==> config.mk <==
export PLATFORM = sky130hd
export DESIGN_NAME = stack_ctrl
export DESIGN_NICKNAME = d
export VERILOG_FILES = /design/src/rtl/stack_ctrl_pkg.sv /design/src/rtl/stack_ctrl_rr_arb.sv /design/src/rtl/stack_ctrl.sv
export SDC_FILE = /design/constraint.sdc
export NUM_CORES = 1
export LEC_CHECK = 0
export ABC_AREA = 0
export CAP_MARGIN = 5
export CORE_MARGIN = 2
export CORE_UTILIZATION = 25
export DETAILED_ROUTE_END_ITERATION = 12
export PLACE_DENSITY = 0.55
export SLEW_MARGIN = 25
export SYNTH_ARGS = -nofsm -noshare
export SYNTH_HDL_FRONTEND = slang
export SYNTH_SLANG_ARGS = --single-unit
export TNS_END_PERCENT = 30
==> constraint.sdc <==
create_clock -name clk -period 5.76 [get_ports clk]
set_clock_uncertainty 0.15 [all_clocks]
set_input_delay 0.576 -clock clk [delete_from_list [all_inputs] [get_ports clk]]
set_output_delay 0.576 -clock clk [all_outputs]
set_load 0.005 [all_outputs]
==> src/rtl/stack_ctrl_pkg.sv <==
// Shared types and constants for the stack access controller.
package stack_ctrl_pkg;

  localparam int NREQ = 2;

  localparam logic OP_PUSH = 1'b0;
  localparam logic OP_POP  = 1'b1;

  typedef enum logic [1:0] {
    IDLE  = 2'd0,
    WRITE = 2'd1,
    READ  = 2'd2,
    RESP  = 2'd3
  } state_e;

endpackage

==> src/rtl/stack_ctrl_rr_arb.sv <==
// Two-way round-robin arbiter. On a tie the requester that was not granted
// last wins. last_q remembers the most recent grant and resets to 1, so
// requester 0 wins the first tie.
import stack_ctrl_pkg::*;

module stack_ctrl_rr_arb (
  input  logic            clk,
  input  logic            rst,
  input  logic [NREQ-1:0] req,
  input  logic            advance,
  output logic [NREQ-1:0] grant,
  output logic            last_q
);

  logic last_d;

  // One-hot grant: a lone requester always wins, a tie goes to the non-last one
  always_comb begin
    grant = '0;
    if (req[0] && req[1]) begin
      grant = last_q ? 2'b01 : 2'b10;
    end else begin
      grant = req;
    end
  end

  // Move the pointer only when the controller actually takes the grant
  always_comb begin
    last_d = last_q;
    if (advance && (grant != '0)) begin
      last_d = grant[1];
    end
  end

  // Last-grant pointer register
  always_ff @(posedge clk or negedge rst) begin
    if (!rst) begin
      last_q <= 1'b1;
    end else begin
      last_q <= last_d;
    end
  end

endmodule

==> src/rtl/stack_ctrl.sv <==
// Stack access controller: arbitrates two push/pop requesters, owns the
// downward-growing stack pointer and depth, and sequences a single-port
// synchronous RAM with one cycle of read latency.
// Optional feature macro: STACK_CTRL_BOUNDS_EN rejects pushes when full and
// pops when empty, reporting them with err alongside ack.
import stack_ctrl_pkg::*;

module stack_ctrl #(
  parameter int ADDR_WIDTH = 8,
  parameter int DATA_WIDTH = 8
) (
  input  logic                    clk,
  input  logic                    rst,
  input  logic                    flush,
  input  logic [NREQ-1:0]         req_valid,
  input  logic [NREQ-1:0]         req_pop,
  input  logic [2*DATA_WIDTH-1:0] req_wdata,
  output logic [NREQ-1:0]         ack,
  output logic [DATA_WIDTH-1:0]   rdata,
  output logic                    err,
  output logic [ADDR_WIDTH-1:0]   mem_addr,
  output logic                    mem_we,
  output logic                    mem_re,
  output logic [DATA_WIDTH-1:0]   mem_wdata,
  input  logic [DATA_WIDTH-1:0]   mem_rdata,
  output logic [ADDR_WIDTH:0]     depth,
  output logic                    full,
  output logic                    empty
);

  localparam logic [ADDR_WIDTH:0] FULL_DEPTH = {1'b1, {ADDR_WIDTH{1'b0}}};

  state_e                state_q, state_d;
  logic [ADDR_WIDTH-1:0] sp_q, sp_d;
  logic [ADDR_WIDTH:0]   depth_q, depth_d;
  logic                  op_q, op_d;
  logic [DATA_WIDTH-1:0] wdata_q, wdata_d;
  logic                  rej_q, rej_d;
  logic [NREQ-1:0]       grant;
  logic                  advance;
  logic                  gnt_idx;

  // gnt_idx doubles as "who is being served": it is updated on the grant edge
  stack_ctrl_rr_arb u_arb (
    .clk     (clk),
    .rst     (rst),
    .req     (req_valid),
    .advance (advance),
    .grant   (grant),
    .last_q  (gnt_idx)
  );

  assign depth = depth_q;
  assign full  = (depth_q == FULL_DEPTH);
  assign empty = (depth_q == '0);

  // FSM next state, pointer/depth updates and RAM/requester outputs
  always_comb begin
    state_d   = state_q;
    sp_d      = sp_q;
    depth_d   = depth_q;
    op_d      = op_q;
    wdata_d   = wdata_q;
    rej_d     = rej_q;
    advance   = 1'b0;
    ack       = '0;
    rdata     = '0;
    err       = 1'b0;
    mem_addr  = sp_q;
    mem_we    = 1'b0;
    mem_re    = 1'b0;
    mem_wdata = wdata_q;
    unique case (state_q)
      IDLE: begin
        if (req_valid != '0) begin
          advance = 1'b1;
          op_d    = req_pop[grant[1]];
          wdata_d = grant[1] ? req_wdata[2*DATA_WIDTH-1:DATA_WIDTH]
                             : req_wdata[DATA_WIDTH-1:0];
`ifdef STACK_CTRL_BOUNDS_EN
          rej_d   = (req_pop[grant[1]] == OP_POP) ? empty : full;
`else
          rej_d   = 1'b0;
`endif
          state_d = (req_pop[grant[1]] == OP_POP) ? READ : WRITE;
        end else if (flush) begin
          sp_d    = '1;
          depth_d = '0;
        end
      end
      WRITE: begin
        ack[gnt_idx] = 1'b1;
        err          = rej_q;
        if (!rej_q) begin
          mem_we = 1'b1;
          sp_d   = sp_q - 1'b1;
          if (depth_q != FULL_DEPTH) begin
            depth_d = depth_q + 1'b1;
          end
        end
        state_d = IDLE;
      end
      READ: begin
        mem_addr = sp_q + 1'b1;
        if (!rej_q) begin
          mem_re = 1'b1;
          sp_d   = sp_q + 1'b1;
          if (depth_q != '0) begin
            depth_d = depth_q - 1'b1;
          end
        end
        state_d = RESP;
      end
      RESP: begin
        ack[gnt_idx] = 1'b1;
        err          = rej_q;
        rdata        = rej_q ? '0 : mem_rdata;
        state_d      = IDLE;
      end
      default: state_d = IDLE;
    endcase
  end

  // State, pointer and latched-request registers
  always_ff @(posedge clk or negedge rst) begin
    if (!rst) begin
      state_q <= IDLE;
      sp_q    <= '1;
      depth_q <= '0;
      op_q    <= OP_PUSH;
      wdata_q <= '0;
      rej_q   <= 1'b0;
    end else begin
      state_q <= state_d;
      sp_q    <= sp_d;
      depth_q <= depth_d;
      op_q    <= op_d;
      wdata_q <= wdata_d;
      rej_q   <= rej_d;
    end
  end

endmodule

==> flow_summary.json <==
{
  "first_pass_iters": 4,
  "ys_types": 54,
  "portBuffers": 69,
  "grt_pass1_wl_um": 11000,
  "p_int_uw": 904.6,
  "fin_crit_sh_pct": 56.11,
  "seq_power_share_pct": 28.1,
  "routabilityCongestion": 0.8681,
  "core_um2": 9109,
  "crit_fanout": 18,
  "seq_area_um2": 711.9,
  "cellPowerDensity_nw_per_um2": 527.2,
  "path_class": "reg -> out",
  "finalMaxSlewViolations": 0,
  "combPwrFrac_pct": 62.1,
  "nFillCells": 975,
  "clk_latency_ns": 0.28,
  "overflow": 0,
  "timing.hold.ws_ns": 0.3375,
  "grt_max_degree": 29,
  "syn_nets": 332,
  "tightest_slew_ns": 0.8571,
  "holdPathStages": 2,
  "antenna-diode-count": 0,
  "netSwitchingFraction_pct": 44.92,
  "area_delta_synth_final_pct": 34.81,
  "clk_path_buf_depth": 2,
  "drt_iter0_drc": 211,
  "grt_antenna_before_repair": 0,
  "crit_chain": "inv_1, ha_1, buf_4, nand2_1, xnor2_1, clkdlybuf4s50_1",
  "wl_um": 6559,
  "status": "finished clean",
  "rsz0062_at_grt": "false",
  "ys_seq_area_share_pct": 30.81,
  "cts_buffers": 3,
  "rows": 35,
  "r2r_cells": 11,
  "io-pin-count": 71,
  "finalSetupViolCount": 0,
  "multi_input_area_um2": 1446,
  "vias_per_cell": 5.102,
  "htreeDepth": 1,
  "crit_path_end_kind": "primary output",
  "vdd_drop_max_mv": 0.1680,
  "wl_per_cell_um": 14.48,
  "routed-via-count": 2311,
  "max_slew_margin_pct": 42.47,
  "synthArstFlopShare_pct": 100.0,
  "critPathLaunchType": "flop",
  "worst-path-stages": 6,
  "period_needed_ns": 3.232,
  "grt_pass1_vias": 2196,
  "ff2ff_setup_slack_ns": 2.66,
  "switching_power_uw": 737.8,
  "tritoncts": "done",
  "die_area_um2": 10030,
  "post_cts_buffers": 0,
  "synthFlopType": "dfrtp_1",
  "avgSynthCellArea_um2": 7.941,
  "holdBufCountCts": 0,
  "drive_gt1_share_pct": 7.018,
  "cpLargestDelayFamily": "buffers and inverters",
  "root_buffer": "clkbuf_8",
  "hpwlAfterDp_um": 4865,
  "syn_inst": 291,
  "max_stage_delay_ns": 0.52,
  "ant_nets": 0,
  "cp_slowest_cell": "clkdlybuf4s50_1",
  "start_util_pct": 25.37,
  "fmax_ghz": 0.3094,
  "hold_path.class": "reg -> reg",
  "crit_buf_inv": 3,
  "path_clk_slew_ns": 0.11,
  "fp.dieW_um": 100.1,
  "p_leak_uw": 0.001262,
  "worst-endpoint-required_ns": 5.03,
  "maxCapViolations": 0,
  "synth_edf_count": 0,
  "clock_power_share_pct": 9.8,
  "arrival_ns": 2.51,
  "track_usage_pct": 13.31,
  "cts_sinks": 28,
  "syn_area_um2": 2311,
  "post_cts_resized": 0,
  "hold_viol_final": 0,
  "synth_seq_cells": 28,
  "drc": 0,
  "dieHeight_um": 100.1,
  "yosys_warnings": 0,
  "final_nets": 384,
  "fin_setup_tns_ns": 0
}
-- cells by family after synthesis --
group                      Yosys count  synth area share (%)
AOI/OAI and AO/OA                   80                 22.74
DFF                                 28                 30.81
and+or+nand+nor                    109                 23.01
adders and majority gates           10                 5.414
xor gates and xnor gates            17                 6.443
other                                1                0.1623
buffers and inverters               35                 6.605
muxes                               11                 4.819
-- worst paths after layout --
| path | startpoint | end |
|---|---|---|
| hold reg to reg | mem_wdata[1] | mem_wdata[1] |
| hold / removal | mem_wdata[1] | mem_wdata[1] |
| setup / recovery | state_q[0] | mem_addr[5] |
| setup reg to reg | state_q[0] | depth[8] |
| min in group asynchronous | rst | depth[1] |
| max in group asynchronous | rst | sp_q[7] |
-- synth_stat cells, types with 2 or more instances --
cell type | number | area (um^2)
a21o_1 | 3 | 22.52
a21oi_1 | 18 | 90.09
a221o_1 | 2 | 20.02
a221oi_1 | 3 | 26.28
a22o_1 | 2 | 17.52
a31oi_1 | 5 | 31.28
and2_1 | 10 | 62.56
and3_1 | 4 | 25.02
buf_1 | 3 | 11.26
buf_2 | 2 | 10.01
buf_4 | 3 | 22.52
clkbuf_1 | 15 | 56.30
dfrtp_1 | 19 | 475.5
dfstp_2 | 9 | 236.5
ha_1 | 10 | 125.1
inv_1 | 10 | 37.54
mux2i_1 | 10 | 100.1
nand2_1 | 42 | 157.7
nand2b_1 | 3 | 18.77
nand3_1 | 9 | 45.04
nand4_1 | 4 | 25.02
nor2_1 | 15 | 56.30
nor3_1 | 9 | 45.04
nor4_1 | 4 | 25.02
o21ai_0 | 24 | 120.1
o221a_2 | 2 | 22.52
o221ai_1 | 2 | 17.52
o22ai_1 | 4 | 25.02
o31ai_1 | 4 | 30.03
or3_1 | 2 | 12.51
xnor2_1 | 11 | 96.34
xor2_1 | 6 | 52.55
-- cells in the final DEF (no fill, tap or decap), types with 9 or more instances in the layout --
cell type,count
clkdlybuf4s50_1,69
nand2_1,42
o21ai_0,24
dfrtp_1,19
a21oi_1,18
nor2_1,15
xnor2_1,11
inv_1,10
and2_1,10
mux2i_1,10
ha_1,10
nor3_1,9
nand3_1,9
dfstp_2,9
-- worst min-delay path, stage by stage, from the launching register on --
cell	delay [ns]
dfrtp_1	0.36
nand2_1	0.04
o21ai_0	0.06
-- flip-flops by register name, summed over array words and instances, names as in the netlist --
| signal | flops |
|---|---|
| depth | 9 |
| mem_wdata | 8 |
| sp_q | 8 |
| state_q | 2 |
| u_arb.last_q | 1 |
-- layer usage --
layer / wire (um) / track usage, %
met5: 0 / 0
met2: 3108 / 22.46
met3: 391 / 2.716
met4: 51 / 1.791
met1: 3007 / 18.08
-- metrics by stage --
step                      total power [uW]  cells  setup WS [ns]  instance area, um^2  utilization (%)
final                                 1642    453          2.528                 3115            34.20
after floorplan                       1074    291          2.761                 2311                -
after global placement                1483    449          2.759                 3044            33.42
after global routing                  1793    453          2.297                 3115            34.20
after detailed placement              1483    449          2.722                 3044            33.42
after CTS                             1653    453          2.493                 3115            34.20
-- power groups by stage --
stage               clock [uW]  combinational, uW  sequential [uW]
floorplan                    0                700              375
global placement             0               1020              463
detailed placement           0               1020              462
CTS                        166               1030              461
global route               171               1140              482
finish                     161               1020              462
-- final cells by class --
cell class	instances	area share, %
Tap cell	111	4.458
Clock inverter	1	0.9639
Sequential cell	28	22.85
Clock buffer	3	1.325
Timing Repair Buffer	71	22.65
Inverter	11	1.325
Multi-Input combinational cell	228	46.43
Power figures use the tool's default switching activity.
==> RTL edit (same settings) <==
Put a register stage on the output `err`, with the module's reset. The value now appears one clock later. The other outputs are not delayed to match.
--- a/src/rtl/stack_ctrl.sv
+++ b/src/rtl/stack_ctrl.sv
@@ -30,4 +30,6 @@
 
   localparam logic [ADDR_WIDTH:0] FULL_DEPTH = {1'b1, {ADDR_WIDTH{1'b0}}};
+
+  logic err_d;
 
   state_e                state_q, state_d;
@@ -66,5 +68,5 @@
     ack       = '0;
     rdata     = '0;
-    err       = 1'b0;
+    err_d     = 1'b0;
     mem_addr  = sp_q;
     mem_we    = 1'b0;
@@ -91,5 +93,5 @@
       WRITE: begin
         ack[gnt_idx] = 1'b1;
-        err          = rej_q;
+        err_d        = rej_q;
         if (!rej_q) begin
           mem_we = 1'b1;
@@ -114,5 +116,5 @@
       RESP: begin
         ack[gnt_idx] = 1'b1;
-        err          = rej_q;
+        err_d        = rej_q;
         rdata        = rej_q ? '0 : mem_rdata;
         state_d      = IDLE;
@@ -141,4 +143,12 @@
   end
 
+  always_ff @(posedge clk or negedge rst) begin
+    if (!rst) begin
+      err <= '0;
+    end else begin
+      err <= err_d;
+    end
+  end
+
 endmodule
 
Formal check against the unedited RTL: equivalent (equiv_simple and equiv_induct, registers matched by name and starting in step).
==> RTL edit against the unedited design <==
Count of clock-buffer cells in the layout up 1; routed wire length is 6.5% lower; cell count shrank 3.3%; worst hold slack better by 0.0064 ns; power fell by 3.7%; non-clock buffer count unchanged; synthesized area rose by 0.27%; utilization is 0.18 points lower; final area shrank 0.52%; sequential cell count stayed put; setup slack got worse by 0.19 ns; global-route usage shrank 1.1 points.
==> RTL edit: results (changes against the unedited design) <==
critical_path:
  rr_worst_depth: 10  # was 11
  rrSetupSlack_ns: 2.33  # was 2.66 ns
  crit_fanout: 23  # was 18
  crit_path_start: "state_q[0]"  # unchanged
  critPathArrivalTime_ns: 3.45  # was 2.51 ns
  crit_type: "flop to flop"  # was flop to primary output
status:
  status: "finished, final reports clean"  # unchanged
logic_synthesis:
  synth_nets: 316  # was 332
  yosys.cell_types.count: 60  # was 54
  ys_seq_area_share_pct: 30.72  # was 30.81%
  synth_area_leaders: "dfrtp_1, dfstp_2, mux2i_1"  # was dfrtp_1, dfstp_2, nand2_1
  synth_compound_area_share_pct: 21.33  # was 22.74%
  yosys-top-cells-count: "nand2_1, dfrtp_1, o21ai_0, nor2_1"  # was nand2_1, o21ai_0, dfrtp_1, a21oi_1
  synthAdderAreaFrac_pct: 5.400  # was 5.414%
  muxShareOfSynthArea_pct: 6.749  # was 4.819%
  synth-xor-area-share_pct: 7.181  # was 6.443%
layout:
  fill_cells: 974  # was 975
  layout-drive-gt1-share_pct: 6.728  # was 7.018%
  nets: 369  # was 384
routing:
  wl_per_cell_um: 14.00  # was 14.48 µm
  via_count: 2121  # was 2311
  first_iter_violations: 100  # was 211
power_and_ir_drop:
  leakage_nw: 1.269  # was 1.262 nW
  peakVddDrop_v: 0.0001858  # was 0.0001680 V
  switching_share_pct: 44.83  # was 44.92%
placement:
  hpwl_um: 4451  # was 4865 µm
  port-buffer-count: 69  # unchanged
  place_congestion: 0.7547  # was 0.8681
global_route:
  grt_pass1_wl_um: 10040  # was 11000 µm
  grt_pass1_vias: 1991  # was 2196
  gr-usage-all-layers_pct: 12.25  # was 13.31%
sta:
  finalCritPeriodShare_pct: 59.48  # was 56.11%
  relSlewSlack_pct: 39.39  # was 42.47%
worst_hold_path:
  hp-class: "flop to flop"  # unchanged
RTL edit: cell types whose count changed after synthesis, moves of 5 or more:
| cell | change |
|---|---|
| a21oi_1 | -5 |
| nor3_1 | -6 |
| o21ai_1 | +5 |
| buf_2 | +5 |
| nand2_1 | -12 |
| o21ai_0 | -5 |
RTL edit: worst min-delay path by stage:
stage | start | end | slack, ns | cells past startpoint
5_1_grt | mem_wdata[4] | mem_wdata[4] | 0.37 | 2
2_1_floorplan | rst | depth[0] | 0.13 | 0
3_3_place_gp | mem_wdata[3] | mem_wdata[3] | 0.31 | 2
6_report | mem_wdata[4] | mem_wdata[4] | 0.34 | 2
4_1_cts | mem_wdata[4] | mem_wdata[4] | 0.35 | 2
3_5_place_dp | mem_wdata[4] | mem_wdata[4] | 0.32 | 2
RTL edit: critical path, stage by stage (launching register included):
cell and delay [ns]:
dfrtp_1 0.45, inv_1 0.14, ha_1 0.77, buf_4 0.35, ha_1 0.32, and3_1 0.20, a32o_1 0.23, a311o_1 0.26
mux2i_1 0.17, mux2i_1 0.21, o21ai_1 0.07
RTL edit: layout make-up:
cell class	count	share of cell area (%)
Inverter	11	1.332
Multi-Input combinational cell	213	46.99
Timing Repair Buffer	71	22.77
Tap cell	111	4.481
Sequential cell	28	22.97
Clock buffer	4	1.453
RTL edit: routing by layer:
layer | track usage (%) | up-vias | share of wire [%]
met1 | 15.69 | 1004 | 46
met3 | 1.950 | 2 | 3.2
met4 | 2.740 | 0 | 0.52
met5 | 0 | - | 0
met2 | 21.63 | 37 | 50
li1 | - | 1078 | -
RTL edit: metrics by stage:
stage          instances  util, %  power (mW)  area [µm²]  hold WS [ns]
3_3_place_gp         434    33.53       1.461        3054        0.3141
2_1_floorplan        275        -       1.079        2317        0.1304
5_1_grt              438    34.02       1.732        3099        0.3735
6_report             438    34.02       1.582        3099        0.3439
3_5_place_dp         434    33.53       1.472        3054        0.3215
4_1_cts              438    34.02       1.598        3099        0.3475
RTL edit: kinds of logic after synthesis:
family,Yosys count
compound gates,72
xor+xnor,19
fa+ha+maj,10
buf+inv,34
flops,28
mux,15
other cells,1
simple gates,96
RTL edit: power groups by stage:
| stage | registers [mW] | clock network, mW | logic, mW |
|---|---|---|---|
| 6_report | 0.447 | 0.120 | 1.02 |
| 5_1_grt | 0.468 | 0.130 | 1.13 |
| 4_1_cts | 0.447 | 0.124 | 1.03 |
| 3_5_place_dp | 0.449 | 0 | 1.02 |
| 3_3_place_gp | 0.450 | 0 | 1.01 |
| 2_1_floorplan | 0.381 | 0 | 0.699 |
